--- src/rtl/ahbslv_wbmas_top.sv ---
// AHB-Lite slave to Wishbone classic master bridge. Every accepted AHB beat
// becomes one single Wishbone cycle; wait states stretch the AHB data phase.
module ahbslv_wbmas_top #(
  parameter int AWIDTH  = 32,
  parameter int DWIDTH  = 32,
  parameter int TIMEOUT = 255,
  parameter int TOWIDTH = 8
) (
  input  logic              clk_i,
  input  logic              rst_i,
  input  logic              hsel,
  input  logic [AWIDTH-1:0] haddr,
  input  logic [1:0]        htrans,
  input  logic              hwrite,
  input  logic [2:0]        hsize,
  input  logic [2:0]        hburst,
  input  logic [DWIDTH-1:0] hwdata,
  input  logic              hready,
  output logic              hreadyout,
  output logic [1:0]        hresp,
  output logic [DWIDTH-1:0] hrdata,
  output logic [AWIDTH-1:0] adr_o,
  output logic [DWIDTH-1:0] dat_o,
  input  logic [DWIDTH-1:0] dat_i,
  output logic              cyc_o,
  output logic              stb_o,
  output logic              we_o,
  output logic [3:0]        sel_o,
  input  logic              ack_i,
  input  logic              err_i
);

  typedef enum logic [2:0] {IDLE, CYC, DONE, ERR1, ERR2} state_t;

  typedef struct packed {
    logic [AWIDTH-1:0] addr;
    logic              write;
    logic [1:0]        size;
  } req_t;

  localparam logic [TOWIDTH-1:0] TO_LAST = TOWIDTH'(TIMEOUT - 1);

  state_t               state, state_nxt;
  req_t                 req_q;
  logic [TOWIDTH-1:0]   to_cnt;
  logic [3:0]           sel_dec;
  logic                 accept, size_bad, to_hit, rd_done;
  logic                 unused_in;

  // hburst is deliberately ignored: each beat is handled as a single transfer.
  assign unused_in = ^{hburst, htrans[0]};

  assign accept   = (state inside {IDLE, DONE, ERR2}) & hsel & hready & htrans[1];
  assign size_bad = hsize > 3'b010;
  assign to_hit   = (TIMEOUT != 0) && (to_cnt == TO_LAST);
  assign rd_done  = (state == CYC) & ack_i & ~err_i & ~req_q.write;

  always_ff @(posedge clk_i) begin
    if (rst_i) state <= IDLE;
    else       state <= state_nxt;
  end

  always_comb begin
    state_nxt = state;
    unique case (state)
      IDLE, DONE, ERR2: state_nxt = !accept ? IDLE : (size_bad ? ERR1 : CYC);
      CYC: begin
        if (err_i)       state_nxt = ERR1;
        else if (ack_i)  state_nxt = DONE;
        else if (to_hit) state_nxt = ERR1;
      end
      ERR1:    state_nxt = ERR2;
      default: state_nxt = IDLE;
    endcase
  end

  always_ff @(posedge clk_i) begin
    if (rst_i) begin
      req_q  <= '0;
      hrdata <= '0;
      to_cnt <= '0;
    end else begin
      if (accept) req_q <= '{addr: haddr, write: hwrite, size: hsize[1:0]};
      if (rd_done) hrdata <= dat_i;
      // Counts CYC cycles; zero on the first one.
      to_cnt <= (state == CYC) ? to_cnt + 1'b1 : '0;
    end
  end

  always_comb begin
    unique case (req_q.size)
      2'b00:   sel_dec = 4'b0001 << req_q.addr[1:0];
      2'b01:   sel_dec = req_q.addr[1] ? 4'b1100 : 4'b0011;
      default: sel_dec = 4'b1111;
    endcase
  end

  always_comb begin
    cyc_o     = 1'b0;
    stb_o     = 1'b0;
    we_o      = 1'b0;
    adr_o     = '0;
    sel_o     = '0;
    dat_o     = '0;
    hreadyout = 1'b1;
    hresp     = 2'b00;
    unique case (state)
      CYC: begin
        cyc_o     = 1'b1;
        stb_o     = 1'b1;
        we_o      = req_q.write;
        adr_o     = req_q.addr;
        sel_o     = sel_dec;
        hreadyout = 1'b0;
        // AHB keeps hwdata stable while hreadyout is low, so pass it straight through.
        if (req_q.write) dat_o = hwdata;
      end
      ERR1: begin
        hreadyout = 1'b0;
        hresp     = 2'b01;
      end
      ERR2:    hresp = 2'b01;
      default: ;
    endcase
  end

endmodule
--- config.mk ---
export PLATFORM = sky130hd
export DESIGN_NAME = ahbslv_wbmas_top
export DESIGN_NICKNAME = d
export VERILOG_FILES = /design/src/rtl/ahbslv_wbmas_top.sv
export SDC_FILE = /design/constraint.sdc
export NUM_CORES = 1
export LEC_CHECK = 0
export ABC_AREA = 0
export BUFFER_PORTS_ARGS = -buffer_cell sky130_fd_sc_hd__buf_2
export CORE_UTILIZATION = 43
export DETAILED_ROUTE_END_ITERATION = 7
export GPL_TIMING_DRIVEN = 0
export PLACE_DENSITY = 0.81
export SLEW_MARGIN = 20
export SYNTH_ARGS = -nofsm -noshare
export SYNTH_HDL_FRONTEND = slang
export SYNTH_SLANG_ARGS = --single-unit
--- constraint.sdc ---
create_clock -name clk_i -period 1.7 [get_ports clk_i]
set_clock_uncertainty 0.05 [all_clocks]
set_input_delay 0.17 -clock clk_i [delete_from_list [all_inputs] [get_ports clk_i]]
set_output_delay 0.17 -clock clk_i [all_outputs]
set_load 0.02 [all_outputs]
==> out/metrics.yaml <==
synthArstFlopShare_pct: 0
synthesis.area_sq_um: 3590
final.min_clock_period_ns: 1.98
dp.cells: 766
wl_per_cell_um: 16.8
layout.nets: 803
grt_pass1_wl_mm: 19.5
worst_pin_slew_ns: 0.545
clk_pin_slew_worst_paths_ns: 0.09
cpLargestDelayFamily: "simple AND/OR/NAND/NOR gates"
postSynthCellCount: 454
relSlewSlack_pct: 63.6
power_density_nw_per_um2: 655
placementRows: 32
yosysUniqueCellTypes: 33
die_w_um: 93.4
cp_data_arrival_time_ns: 1.76
status: "finished with violations"
cts_root_buffer: "clkbuf_8"
crit_path_max_incr_delay_ns: 0.46
reg2regPathDepth: 6
yosysWarnings: 0
die-area_sq_um: 8720
antennaDiodeCount: 0
clock_latency_ns: 0.36
period_share_pct: 116
drtIter0Drc: 258
ys_top_cells_by_area: "dfxtp_1 43%, a21oi_1 11%, o21ai_0 10%"
cts_buffer_depth: 2
irDropWorstVdd_v: 0.000505
cts-htree-levels: 3
cp_num_buf_inv: 4
postRouteAntennaNets: 0
rsz0062_at_grt: "true"
worstSetupPathType: "reg2out"
max_cap_viol_count: 0
worstReg2RegEnd: "hrdata[4]$_SDFFE_PP0P_"
antenna_found_initial: 0
crit_slowest_cell: "or3b_4"
power.leakage_nw: 2.56
fill_cells: 583
synth_top_area_share_pct: 43.5
min_path_type: "in2reg"
grt_start_max_net_pins: 16
area_growth_pct: 62.0
core_area_sq_um: 7890
dr_total_vias: 4446
hold_start: "haddr[0]"
synth_area_leader_cell: "dfxtp_1"
r2r-start: "state[2]$_SDFFE_PP0P_"
place_congestion: 0.824
whs_path_depth: 3
utilization_pct: 73.8
synth_edf_count: 0
cpMostUsedCell: "buf_8"
drt-total-wl_mm: 13.4
grt_overflow_total: 0
hpwlAfterDp_mm: 8.91
synth_most_common_cell: "dfxtp_1"
ys.flop_type: "dfxtp_1"
setup_viol: 74
final_hold_viol_count: 0
fin_cells: 797
endpoint_kind: "output pin"
synthTopCellsByCount: "78 x dfxtp_1, 76 x a21oi_1, 73 x o21ai_0"
cts_tree: "done"
grt_pass1_vias: 4150
crit_chain: "or3b_4 > clkinv_8 > buf_8 > buf_8 > and2_4 > buf_6"
setup_slack_ns: -0.276
drt-pass1-iter-count: 5
critPathLaunchType: "flop"
cp_max_fo: 6
crit_required_ns: 1.48
synth_seq_cells: 78
grtUsageTotal_pct: 28.4
syn_nets: 567
initial_core_util_pct: 45.5
cts_made_buffers: 9
syn_avg_cell_area_sq_um: 7.91
fmax_ghz: 0.506
violations: "setup timing"
pin_count: 217
via_per_inst: 5.58
ys_seq_area_share_pct: 43.5
portBuffers: 210
route.detailed.drc: 0
whs_endpoint: "req_q[3]$_SDFFE_PP0N_"
slew_viol_final: 0
die_h_um: 93.4
clock_sinks: 78
drive_gt1_share_pct: 47.8
r2r_slack_ns: -0.01
==> per-stage QoR <==
stage               setup TNS [ns]  area, sq um  hold WS (ns)  power, W  worst slack, ns
detailed placement           -5.92         4770         0.380   0.00232           -0.188
CTS                         -15.17         5530      0.000121   0.00377           -0.267
finish                      -15.23         5820       0.00132   0.00381           -0.276
global route                -18.80         5820       0.00393   0.00395           -0.322
floorplan                        0         3590         0.268   0.00212            0.111
global placement             -4.63         4770         0.374   0.00231           -0.151
==> timing repair <==
| action | in CTS | in global routing |
|---|---|---|
| resized for setup | 156 | 93 |
| setup buffers | 11 | 6 |
| hold endpoints to repair | 1 | 0 |
| endpoints found under the setup margin | 73 | 134 |
| pin swaps | 2 | 28 |
| gates cloned | 1 | 2 |
| hold buffers | 1 | 0 |
==> flip-flops by register name, summed over array words and instances, names as in the netlist <==
register and cells:
req_q 35, hrdata 32, to_cnt 8, state 3
==> area by class of cell <==
cell class                      instances  area (sq um)  area share [%]
Timing Repair inverter                  1          8.76           0.151
Timing Repair Buffer                  228          1620            27.8
Buffer                                 44           269            4.62
Tap cell                              102           128            2.19
Clock buffer                            9           124            2.13
Sequential cell                        78          1570            26.9
Multi-Input combinational cell        322          1990            34.3
Clock inverter                          7          78.8            1.35
Inverter                                6          35.0           0.602
==> how the worst max path moves through the flow <==
stage / startpoint / endpoint / slack [ns] / depth (start not counted)
floorplan: state[2]$_SDFFE_PP0P_ / sel_o[1] / 0.11 / 4
global placement: state[0]$_SDFFE_PP0P_ / adr_o[10] / -0.15 / 5
detailed placement: state[0]$_SDFFE_PP0P_ / dat_o[21] / -0.19 / 5
CTS: state[0]$_SDFFE_PP0P_ / sel_o[1] / -0.27 / 5
global route: state[2]$_SDFFE_PP0P_ / adr_o[0] / -0.32 / 6
finish: state[2]$_SDFFE_PP0P_ / adr_o[0] / -0.28 / 6
==> cell families (layout without fill, tap and decap cells) <==
logic type	Yosys count	count (layout)	share of synthesized area [%]
compound gates	150	150	21.2
mux	1	1	0.279
flops	78	78	43.5
xor+xnor	3	3	0.732
simple gates	165	165	26.1
buf+inv	54	295	7.45
fa+ha+maj	2	2	0.697
other cells	1	1	0.104
==> metal layers <==
layer	vias to the layer above	part of all wire (%)	global-route usage [%]
met3	35	8.5	7.48
met1	2078	38	33.6
met4	0	2.4	9.23
met2	256	51	49.7
met5	-	0	0
li1	2077	-	-
==> tightest hold or removal path, stage by stage <==
cell,delay [ns]
buf_2,0.10
nand3_1,0.05
a21oi_1,0.05
==> layout by cell type (no fill, tap or decap), drive strengths merged, types with 2 or more instances in the layout <==
master	Yosys	routed
o21ai	73	73
or3	4	4
clkbuf	32	41
xor2	2	2
and2	33	33
and3	32	32
nor2	8	8
clkinvlp	0	2
dfxtp	78	78
nor3b	2	2
or3b	2	2
nand2	3	3
inv	5	8
a21oi	76	76
nand2b	3	3
ha	2	2
nand3	72	72
clkinv	1	3
buf	16	239
==> power breakdown <==
| group | internal (W) | total [W] | switching [W] |
|---|---|---|---|
| combinational | 0.000228 | 0.000503 | 0.000275 |
| sequential | 0.00186 | 0.00189 | 0.0000226 |
| clock | 0.000695 | 0.00142 | 0.000728 |
| total | 0.00279 | 0.00381 | 0.00103 |
Power figures use the tool's default switching activity.
